`src/rtl/o3_rr_arb_pkg.sv`:
```
// Shared types and constants for the three-input round-robin arbiter.
// Source indices, lock-state encoding and the wrap-around increment helper.
// Pure declarations, no logic of its own.
package o3_rr_arb_pkg;

    localparam int SRC_W = 2;

    localparam logic [SRC_W-1:0] SRC_I0 = 2'd0;
    localparam logic [SRC_W-1:0] SRC_I1 = 2'd1;
    localparam logic [SRC_W-1:0] SRC_I2 = 2'd2;

    typedef enum logic {
        IDLE = 1'b0,
        HELD = 1'b1
    } lock_st_e;

    // Next source index in round-robin order; 2 wraps back to 0.
    function automatic logic [SRC_W-1:0] next_src(input logic [SRC_W-1:0] s);
        return (s == SRC_I2) ? SRC_I0 : s + 2'd1;
    endfunction

endpackage

```
`src/rtl/o3_rr_arb_if.sv`:
```
// Handshake bundle for the three-input arbiter: three sources plus one consumer.
// Wiring only, no latency.
// Ready signals travel against valid; the consumer drives q_r.
interface o3_rr_arb_if
    import o3_rr_arb_pkg::*;
#(
    parameter int DW = 8
);
    logic             i0_v;
    logic [DW-1:0]    i0_d;
    logic             i0_r;
    logic             i1_v;
    logic [DW-1:0]    i1_d;
    logic             i1_r;
    logic             i2_v;
    logic [DW-1:0]    i2_d;
    logic             i2_r;
    logic             q_v;
    logic [DW-1:0]    q_d;
    logic [SRC_W-1:0] q_src;
    logic             q_r;
    logic             any_req;

    // Arbiter side.
    modport slave (
        input  i0_v, i0_d, i1_v, i1_d, i2_v, i2_d, q_r,
        output i0_r, i1_r, i2_r, q_v, q_d, q_src, any_req
    );

    // Sources and consumer side.
    modport master (
        output i0_v, i0_d, i1_v, i1_d, i2_v, i2_d, q_r,
        input  i0_r, i1_r, i2_r, q_v, q_d, q_src, any_req
    );

endinterface

```
`src/rtl/o3_rr_arb_pick.sv`:
```
// Winner select: wrap-around search from ptr, overridden by a held lock input.
// Purely combinational.
// No flow control of its own; the caller qualifies the result with its load enable.
module o3_rr_pick
    import o3_rr_arb_pkg::*;
(
    input  logic [SRC_W-1:0] i_ptr,
    input  logic [2:0]       i_v,
    input  logic             i_lock,
    input  logic [SRC_W-1:0] i_held,
    output logic [SRC_W-1:0] o_winner,
    output logic             o_win_v
);

    logic [SRC_W-1:0] w_c;

    // Held input wins while still valid; otherwise first valid in order ptr, ptr+1, ptr+2.
    always_comb begin
        o_winner = SRC_I0;
        o_win_v  = 1'b0;
        w_c      = i_ptr;
        if (i_lock && i_v[i_held]) begin
            o_winner = i_held;
            o_win_v  = 1'b1;
        end else begin
            for (int k = 0; k < 3; k++) begin
                if (!o_win_v && i_v[w_c]) begin
                    o_winner = w_c;
                    o_win_v  = 1'b1;
                end
                w_c = next_src(w_c);
            end
        end
    end

endmodule

```
`src/rtl/o3_rr_arb.sv`:
```
// Three-input round-robin arbiter with optional burst lock and a registered output.
// Latency: one cycle from accepted input beat to q_v/q_d/q_src.
// Backpressure: q_r low with q_v high stalls the register, drops every input ready, freezes ptr.
module o3_rr_arb
    import o3_rr_arb_pkg::*;
#(
    parameter int DW   = 8,
    parameter bit LOCK = 1'b0
)(
    input  logic          ck,
    input  logic          nrst,
    o3_rr_arb_if.slave    bus
);

    logic                 r_q_v;
    logic [DW-1:0]        r_q_d;
    logic [SRC_W-1:0]     r_q_src;
    logic [SRC_W-1:0]     r_ptr;
    lock_st_e             r_state;
    logic [SRC_W-1:0]     r_held;

    logic [2:0]           w_v;
    logic                 w_lock_en;
    logic                 w_lock_hit;
    logic [SRC_W-1:0]     w_winner;
    logic                 w_win_v;
    logic                 w_ld;
    logic                 w_xfer;
    logic [DW-1:0]        w_win_d;

    assign w_v        = {bus.i2_v, bus.i1_v, bus.i0_v};
    assign w_lock_en  = LOCK && (r_state == HELD);
    assign w_lock_hit = w_lock_en && w_v[r_held];

    o3_rr_pick u_pick (
        .i_ptr    (r_ptr),
        .i_v      (w_v),
        .i_lock   (w_lock_en),
        .i_held   (r_held),
        .o_winner (w_winner),
        .o_win_v  (w_win_v)
    );

    // The output register can take a beat when empty or when its beat leaves this cycle.
    assign w_ld   = !r_q_v || bus.q_r;
    assign w_xfer = w_ld && w_win_v;

    // Only the winner sees ready. With nobody requesting, every ready follows ld:
    // harmless since no valid is up, and it is what sources see straight out of reset.
    assign bus.i0_r = w_ld && (!w_win_v || (w_winner == SRC_I0));
    assign bus.i1_r = w_ld && (!w_win_v || (w_winner == SRC_I1));
    assign bus.i2_r = w_ld && (!w_win_v || (w_winner == SRC_I2));

    assign bus.any_req = |w_v;

    // Route the winning source's data toward the output register.
    always_comb begin
        w_win_d = bus.i0_d;
        case (w_winner)
            SRC_I1:  w_win_d = bus.i1_d;
            SRC_I2:  w_win_d = bus.i2_d;
            default: w_win_d = bus.i0_d;
        endcase
    end

    // Output register: load the winner, or drain when nothing is requesting; hold on stall.
    always_ff @(posedge ck or negedge nrst) begin
        if (!nrst) begin
            r_q_v   <= 1'b0;
            r_q_d   <= '0;
            r_q_src <= SRC_I0;
        end else if (w_ld) begin
            if (w_win_v) begin
                r_q_v   <= 1'b1;
                r_q_d   <= w_win_d;
                r_q_src <= w_winner;
            end else begin
                r_q_v   <= 1'b0;
            end
        end
    end

    // Priority pointer moves past each winner, but not while a burst lock carries the grant.
    always_ff @(posedge ck or negedge nrst) begin
        if (!nrst) begin
            r_ptr <= SRC_I0;
        end else if (w_xfer && !w_lock_hit) begin
            r_ptr <= next_src(w_winner);
        end
    end

    // Burst-lock FSM: grab on a transfer, release the cycle the held source drops valid.
    always_ff @(posedge ck or negedge nrst) begin
        if (!nrst) begin
            r_state <= IDLE;
            r_held  <= SRC_I0;
        end else if (LOCK) begin
            case (r_state)
                IDLE: begin
                    if (w_xfer) begin
                        r_state <= HELD;
                        r_held  <= w_winner;
                    end
                end
                HELD: begin
                    if (w_xfer) begin
                        r_state <= HELD;
                        r_held  <= w_winner;
                    end else if (!w_v[r_held]) begin
                        r_state <= IDLE;
                    end
                end
                default: r_state <= IDLE;
            endcase
        end
    end

    assign bus.q_v   = r_q_v;
    assign bus.q_d   = r_q_d;
    assign bus.q_src = r_q_src;

endmodule

```
`src/flat_wrapper.sv`:
```
// flat-port wrapper written by rule: the top's interface ports become plain ports
module o3_rr_arb_flat import o3_rr_arb_pkg::*;
#(
    parameter int DW   = 8,
    parameter bit LOCK = 1'b0
)
  (ck, nrst, bus_i0_v, bus_i0_d, bus_i1_v, bus_i1_d, bus_i2_v, bus_i2_d, bus_q_r, bus_i0_r, bus_i1_r, bus_i2_r, bus_q_v, bus_q_d, bus_q_src, bus_any_req);
  o3_rr_arb_if #(.DW(DW)) bus_i ();
  input  logic ck;
  input  logic nrst;
  input wire logic [$bits(bus_i.i0_v)-1:0] bus_i0_v;
  input wire logic [$bits(bus_i.i0_d)-1:0] bus_i0_d;
  input wire logic [$bits(bus_i.i1_v)-1:0] bus_i1_v;
  input wire logic [$bits(bus_i.i1_d)-1:0] bus_i1_d;
  input wire logic [$bits(bus_i.i2_v)-1:0] bus_i2_v;
  input wire logic [$bits(bus_i.i2_d)-1:0] bus_i2_d;
  input wire logic [$bits(bus_i.q_r)-1:0] bus_q_r;
  output wire logic [$bits(bus_i.i0_r)-1:0] bus_i0_r;
  output wire logic [$bits(bus_i.i1_r)-1:0] bus_i1_r;
  output wire logic [$bits(bus_i.i2_r)-1:0] bus_i2_r;
  output wire logic [$bits(bus_i.q_v)-1:0] bus_q_v;
  output wire logic [$bits(bus_i.q_d)-1:0] bus_q_d;
  output wire logic [$bits(bus_i.q_src)-1:0] bus_q_src;
  output wire logic [$bits(bus_i.any_req)-1:0] bus_any_req;
  assign bus_i.i0_v = bus_i0_v;
  assign bus_i.i0_d = bus_i0_d;
  assign bus_i.i1_v = bus_i1_v;
  assign bus_i.i1_d = bus_i1_d;
  assign bus_i.i2_v = bus_i2_v;
  assign bus_i.i2_d = bus_i2_d;
  assign bus_i.q_r = bus_q_r;
  assign bus_i0_r = bus_i.i0_r;
  assign bus_i1_r = bus_i.i1_r;
  assign bus_i2_r = bus_i.i2_r;
  assign bus_q_v = bus_i.q_v;
  assign bus_q_d = bus_i.q_d;
  assign bus_q_src = bus_i.q_src;
  assign bus_any_req = bus_i.any_req;
  o3_rr_arb #(.DW(DW), .LOCK(LOCK)) u_core (.ck(ck), .nrst(nrst), .bus(bus_i));
endmodule
```
`config.mk`:
```
export PLATFORM = sky130hd
export DESIGN_NAME = o3_rr_arb_flat
export DESIGN_NICKNAME = d
export VERILOG_FILES = /design/src/rtl/o3_rr_arb_pkg.sv /design/src/rtl/o3_rr_arb_if.sv /design/src/rtl/o3_rr_arb_pick.sv /design/src/rtl/o3_rr_arb.sv /design/src/flat_wrapper.sv
export SDC_FILE = /design/constraint.sdc
export NUM_CORES = 1
export LEC_CHECK = 0
export ABC_AREA = 1
export CELL_PAD_IN_SITES_DETAIL_PLACEMENT = 1
export CELL_PAD_IN_SITES_GLOBAL_PLACEMENT = 1
export CORE_MARGIN = 3
export CORE_UTILIZATION = 30
export DETAILED_ROUTE_END_ITERATION = 8
export GPL_ROUTABILITY_DRIVEN = 0
export GPL_TIMING_DRIVEN = 0
export PLACE_DENSITY_LB_ADDON = 0.1
export SYNTH_ARGS = -nofsm -noshare
export SYNTH_HDL_FRONTEND = slang
export SYNTH_HIERARCHICAL = 1
export SYNTH_SLANG_ARGS = --single-unit
```
`constraint.sdc`:
```
create_clock -name ck -period 5.15 [get_ports ck]
set_input_delay 1.03 -clock ck [delete_from_list [all_inputs] [get_ports ck]]
set_output_delay 1.03 -clock ck [all_outputs]
set_load 0.02 [all_outputs]
```
After elaboration in Yosys (flattened, before gate mapping)
Cells that the tools add are included.
{"block": "totals", "register_bits": 13, "output_inout_bits": 15}
{"block": "classes", "n_mux": 17, "order_cmp": 3, "n_eq_ne": 4, "reduce_logical": 17, "addsub": 3}
{"op": "$pmux W8 S2", "n": 1}
{"op": "$mux W2", "n": 6}
{"op": "$lt A2 B3 Y1 const B", "n": 3}
{"op": "$mux W1", "n": 7}
{"op": "$add A2 B1 Y2 const B", "n": 3}
{"op": "$bmux W1 S2", "n": 3}
{"op": "$eq A2 B2 Y1 const B", "n": 3}
{"op": "$logic_and A1 B1 Y1", "n": 6}
{"op": "$logic_not A1 Y1", "n": 4}
{"op": "$logic_or A1 B1 Y1", "n": 4}
{"op": "$reduce_or A3 Y1", "n": 1}
{"op": "$eq A2 B1 Y1 const B", "n": 1}
{"op": "$logic_not A2 Y1", "n": 1}
{"op": "$reduce_and A2 Y1", "n": 1}

Depth between registers and ports, before layout
{"block": "depth", "ltp_word": 12, "mapped_depth": 17}

By module
The synthesis kept the hierarchy.
{"module": "o3_rr_arb", "cells_per_inst": 112, "instances": 1, "area_per_inst_um2": 793.3, "seq_area_each_um2": 325.3}
{"module": "o3_rr_pick", "cells_per_inst": 46, "instances": 1, "area_per_inst_um2": 234.0, "seq_area_each_um2": 0.0}

Worst setup path after synthesis
Ideal clock, no wire load.
{"block": "synth_path", "kind": "in2out", "from": "in bus_i2_v", "to": "out bus_i1_r", "cell_stages": 12, "t_required_ns": 4.120, "arrival_time_ns": 2.161, "path_buffers": 1, "slack_ns": 1.959, "cell_sequence": "nand3_1 -> nand3_1 -> nor2_2 -> nand3_1 -> nand2_1 -> nand2_1 -> nand2_1 -> inv_1 -> ha_1 -> buf_2 -> o21ai_0 -> inv_1"}
{"block": "synth_between", "elab_chain_len": 12}
{"item": "start: declaration", "line": "flat_wrapper.sv:15", "text": "input wire logic [$bits(bus_i.i2_v)-1:0] bus_i2_v;"}
{"item": "$bmux W1 S2", "line": "o3_rr_arb_pick.sv:27", "text": "if (!o_win_v && i_v[w_c]) begin"}
{"item": "$mux W1 (not written as such)", "line": "o3_rr_arb_pick.sv:27"}
{"item": "$mux W1", "line": "o3_rr_arb_pick.sv:27"}
{"item": "$logic_not A1 Y1", "line": "o3_rr_arb_pick.sv:27"}
{"item": "$logic_and A1 B1 Y1", "line": "o3_rr_arb_pick.sv:27"}
{"item": "$mux W1", "line": "o3_rr_arb_pick.sv:27"}
{"item": "$logic_not A1 Y1", "line": "o3_rr_arb_pick.sv:27"}
{"item": "$logic_and A1 B1 Y1", "line": "o3_rr_arb_pick.sv:27"}
{"item": "$mux W2 (*)", "line": "o3_rr_arb_pick.sv:27"}
{"item": "named net u_core.w_winner[1]", "line": "o3_rr_arb.sv:25", "text": "logic [SRC_W-1:0] w_winner;"}
{"item": "$eq A2 B1 Y1 (*)", "line": "o3_rr_arb.sv:51", "text": "assign bus.i1_r = w_ld && (!w_win_v || (w_winner == SRC_I1));"}
{"item": "$logic_or A1 B1 Y1 (*)", "line": "o3_rr_arb.sv:51"}
{"item": "$logic_and A1 B1 Y1 (*)", "line": "o3_rr_arb.sv:51"}
{"item": "end: declaration", "line": "flat_wrapper.sv:19", "text": "output wire logic [$bits(bus_i.i1_r)-1:0] bus_i1_r;"}
The timed path passes the listed nets; every way through them passes the cells marked *. The select of a mux whose other input is x is not followed.

Worst setup path in the final report
Same ends and word-level chain as after synthesis.

==> summary.txt <==
Cells and area
  – Antenna diodes: 0
  – Layout cells sized above 1: 9.39%
  – Filler cell count: 444
  – Nets: 248
  – Final Cell Area: 1580 µm²
  – Area delta synth->final: 53.3%
  – Final Non-Filler Cells: 257
  – Final core occ: 50.0%

Setup path
  – Slowest cell on the critical path: clkdlybuf4s50_1
  – Crit start category: input port
  – Critical Path End Type: output port
  – Worst-path cell chain: clkdlybuf4s50_1, nand3_1, nand3_1, nor2_2, nand3_1, nand2_1, nand2_1, nand2_1, inv_1, ha_1, buf_2, o21ai_0, inv_1, clkdlybuf4s50_1
  – Crit Path Class: input port to output port
  – Crit path max fanout: 9
  – Critical Path AT: 3.49 ns
  – Crit-path max cell delay: 0.55 ns
  – Worst EP required: 4.12 ns

Place
  – Placed cell area: 1550 µm²
  – HPWL reported at the end of detailed placement: 2650 µm
  – DP Worst Slack: 0.593 ns
  – Port Buf Inserts: 44
  – Placed Cells: 253

CTS
  – Clock-pin slew of the registers on the worst-case setup and hold paths: 0.08 ns
  – Sink Count: 13
  – Clock Tree Buf Depth: 2
  – CTS H-tree depth: 1
  – Buffer count from post-CTS setup fixing: 0
  – CTS resizes: 0
  – CTS root buf: clkbuf_4
  – Clock Latency Late Sink: 0.27 ns
  – Hold_buf cts: 0
  – CTS tree: done
  – CTS Buf Count: 3

Drt
  – Detailed Route WL: 3180 µm
  – Pre-antenna DRT Iters: 4
  – ANT nets after route: 0
  – Avg WL per Cell: 12.4 µm
  – Via count: 1147
  – DR vias/cell: 4.46
  – Drc violations: 0
  – DRT iter0 DRCs: 29

Die
  – Die height: 64.5 µm
  – Starting Density: 32.6%
  – Die Wd: 64.5 µm
  – Core Region: 3150 µm²
  – Placement row count: 20
  – Die ar.: 4160 µm²
  – IO Pins: 45

Logic synthesis
  – Synth Area in Simple Gates: 44.9%
  – Seq/Total Area, Yosys: 31.7%
  – Synth Area in XOR/XNOR: 0%
  – Post-synthesis cell count: 158
  – Post-synthesis compound-gate area fraction: 6.70%
  – Ys Warns: 10
  – Mapped Avg Cell Area: 6.50 µm²
  – Seq cells post-synth: 13
  – Main combinational cell family by area after synthesis: simple AND/OR/NAND/NOR gates
  – Mux cell area share after synthesis: 0%
  – Netlist cell types: 25
  – Synthesized cell area: 1030 µm²
  – Adder-cell area share of the yosys netlist: 4.87%

Timing
  – Max Clock Freq: 221 MHz
  – PnR worst setup slack: 0.627 ns
  – Final Skew: 0.00480 ns
  – Worst Tran Pin Value: 0.602 ns
  – Final worst-path cycle share: 87.8%
  – Final setup fails: 0
  – Final TNS setup: 0 ns
  – Final min period: 4.52 ns
  – Slew headroom: 59.8%
  – Max Slew Vio Count: 0
  – Count of final hold-check violations: 0
  – RSZ-0062 raised after global routing: no
  – Worst hold slack: 0.481 ns

GRT
  – Aggregate global routing overflow: 0
  – Vias in the first global route: 1174
  – GRT Overall Usage: 16.0%
  – Initial antenna violation count: 0
  – First-pass GRT wire length: 5260 µm
  – Pin count of the biggest net entering global routing: 14

Min path
  – Worst hold path type: flip-flop to flip-flop

Power
  – Pwr dens: 541 nW/µm²
  – Cell leakage power: 0.786 nW
  – Peak supply drop: 0.000234 V
  – Total chip power: 852 µW

Flow run
  – Max_cap viols: 0

Outcome
  – Outcome: finished clean
layout make-up:
| type | count | area (µm²) | area share, % |
|---|---|---|---|
| buffer | 7 | 61.3 | 3.89 |
| clock buffer | 4 | 26.3 | 1.67 |
| inverter | 15 | 56.3 | 3.57 |
| multi-input combinational | 130 | 611 | 38.8 |
| sequential | 13 | 325 | 20.7 |
| tap | 44 | 55.1 | 3.49 |
| timing repair buffer | 44 | 440 | 28.0 |
critical path: cells and delay by family:
family                   cells  cell delay (ns)
AO/OA/AOI/OAI                1             0.18
AND/OR/NAND/NOR              7             0.71
adder cells (fa/ha/maj)      1             0.18
buffers and inverters        5             1.40
final timing paths:
| kind | from | to | slack [ns] | cells after the start |
|---|---|---|---|---|
| hold reg to reg | u_core/bus.q_d[6]$_DFFE_PN0P_ | u_core/bus.q_d[6]$_DFFE_PN0P_ | 0.48 | 2 |
| max in group asynchronous | nrst | u_core/bus.q_d[0]$_DFFE_PN0P_ | 3.63 | 1 |
| min in group asynchronous | nrst | u_core/bus.q_d[2]$_DFFE_PN0P_ | 1.13 | 1 |
| hold / removal | u_core/bus.q_d[6]$_DFFE_PN0P_ | u_core/bus.q_d[6]$_DFFE_PN0P_ | 0.48 | 2 |
| setup / recovery | bus_i2_v | bus_i1_r | 0.63 | 14 |
| setup reg to reg | u_core/r_ptr[1]$_DFFE_PN0P_ | u_core/bus.q_d[0]$_DFFE_PN0P_ | 2.89 | 17 |
kinds of logic after synthesis:
logic type,after synthesis
adders and majority gates,4
other,1
and+or+nand+nor,107
DFF,13
AOI/OAI and AO/OA,11
buffers and inverters,22
state kept, by name, indices dropped and copies added, names as in the netlist:
name and cells:
u_core/bus.q_d 8, u_core/bus.q_v 1, u_core/r_ptr 2, u_core/bus.q_src 2
cell usage in the layout, fill, tap and decap left out:
cell type,n
nand2_1,66
o2111ai_1,1
nor2_1,17
nor2_2,3
inv_1,13
dfrtp_1,13
or3_1,1
a211oi_1,1
o21ai_0,4
nand2_4,2
buf_6,2
nand3_2,2
a21oi_2,1
clkbuf_4,3
conb_1,8
buf_2,2
clkbuf_8,1
nand3_1,14
nor3_1,1
clkdlybuf4s50_1,44
clkbuf_1,1
a31oi_1,1
o21ai_1,2
nand3b_1,1
ha_1,4
buf_4,2
inv_2,2
o31ai_1,1
layer usage:
layer	global-route usage [%]	wire length [µm]	share of wire, %
met1	21.0	1500	47
met2	26.9	1530	48
met3	2.08	132	4.2
met4	5.54	22	0.69
met5	0	0	0
where the power goes:
group	leakage, nW	internal (mW)	switching [mW]	total [mW]
Clock	0.0150	0.0300	0.0338	0.0638
Combinational	0.613	0.257	0.347	0.604
Sequential	0.158	0.151	0.0337	0.184
Total	0.786	0.438	0.414	0.852
Yosys cell counts (all sizes together):
cell	count	area (µm²)
a211oi	1	7.51
a21oi	1	8.76
a31oi	1	6.26
buf	6	47.5
clkbuf	1	13.8
conb	1	3.75
dfrtp	13	325
ha	4	50.1
inv	15	56.3
nand2	68	270
nand3	16	90.1
nand3b	1	7.51
nor2	20	82.6
nor3	1	5.00
o2111ai	1	8.76
o21ai	6	30.0
o31ai	1	7.51
or3	1	6.26
No activity file was read; power rests on OpenSTA's default activity.
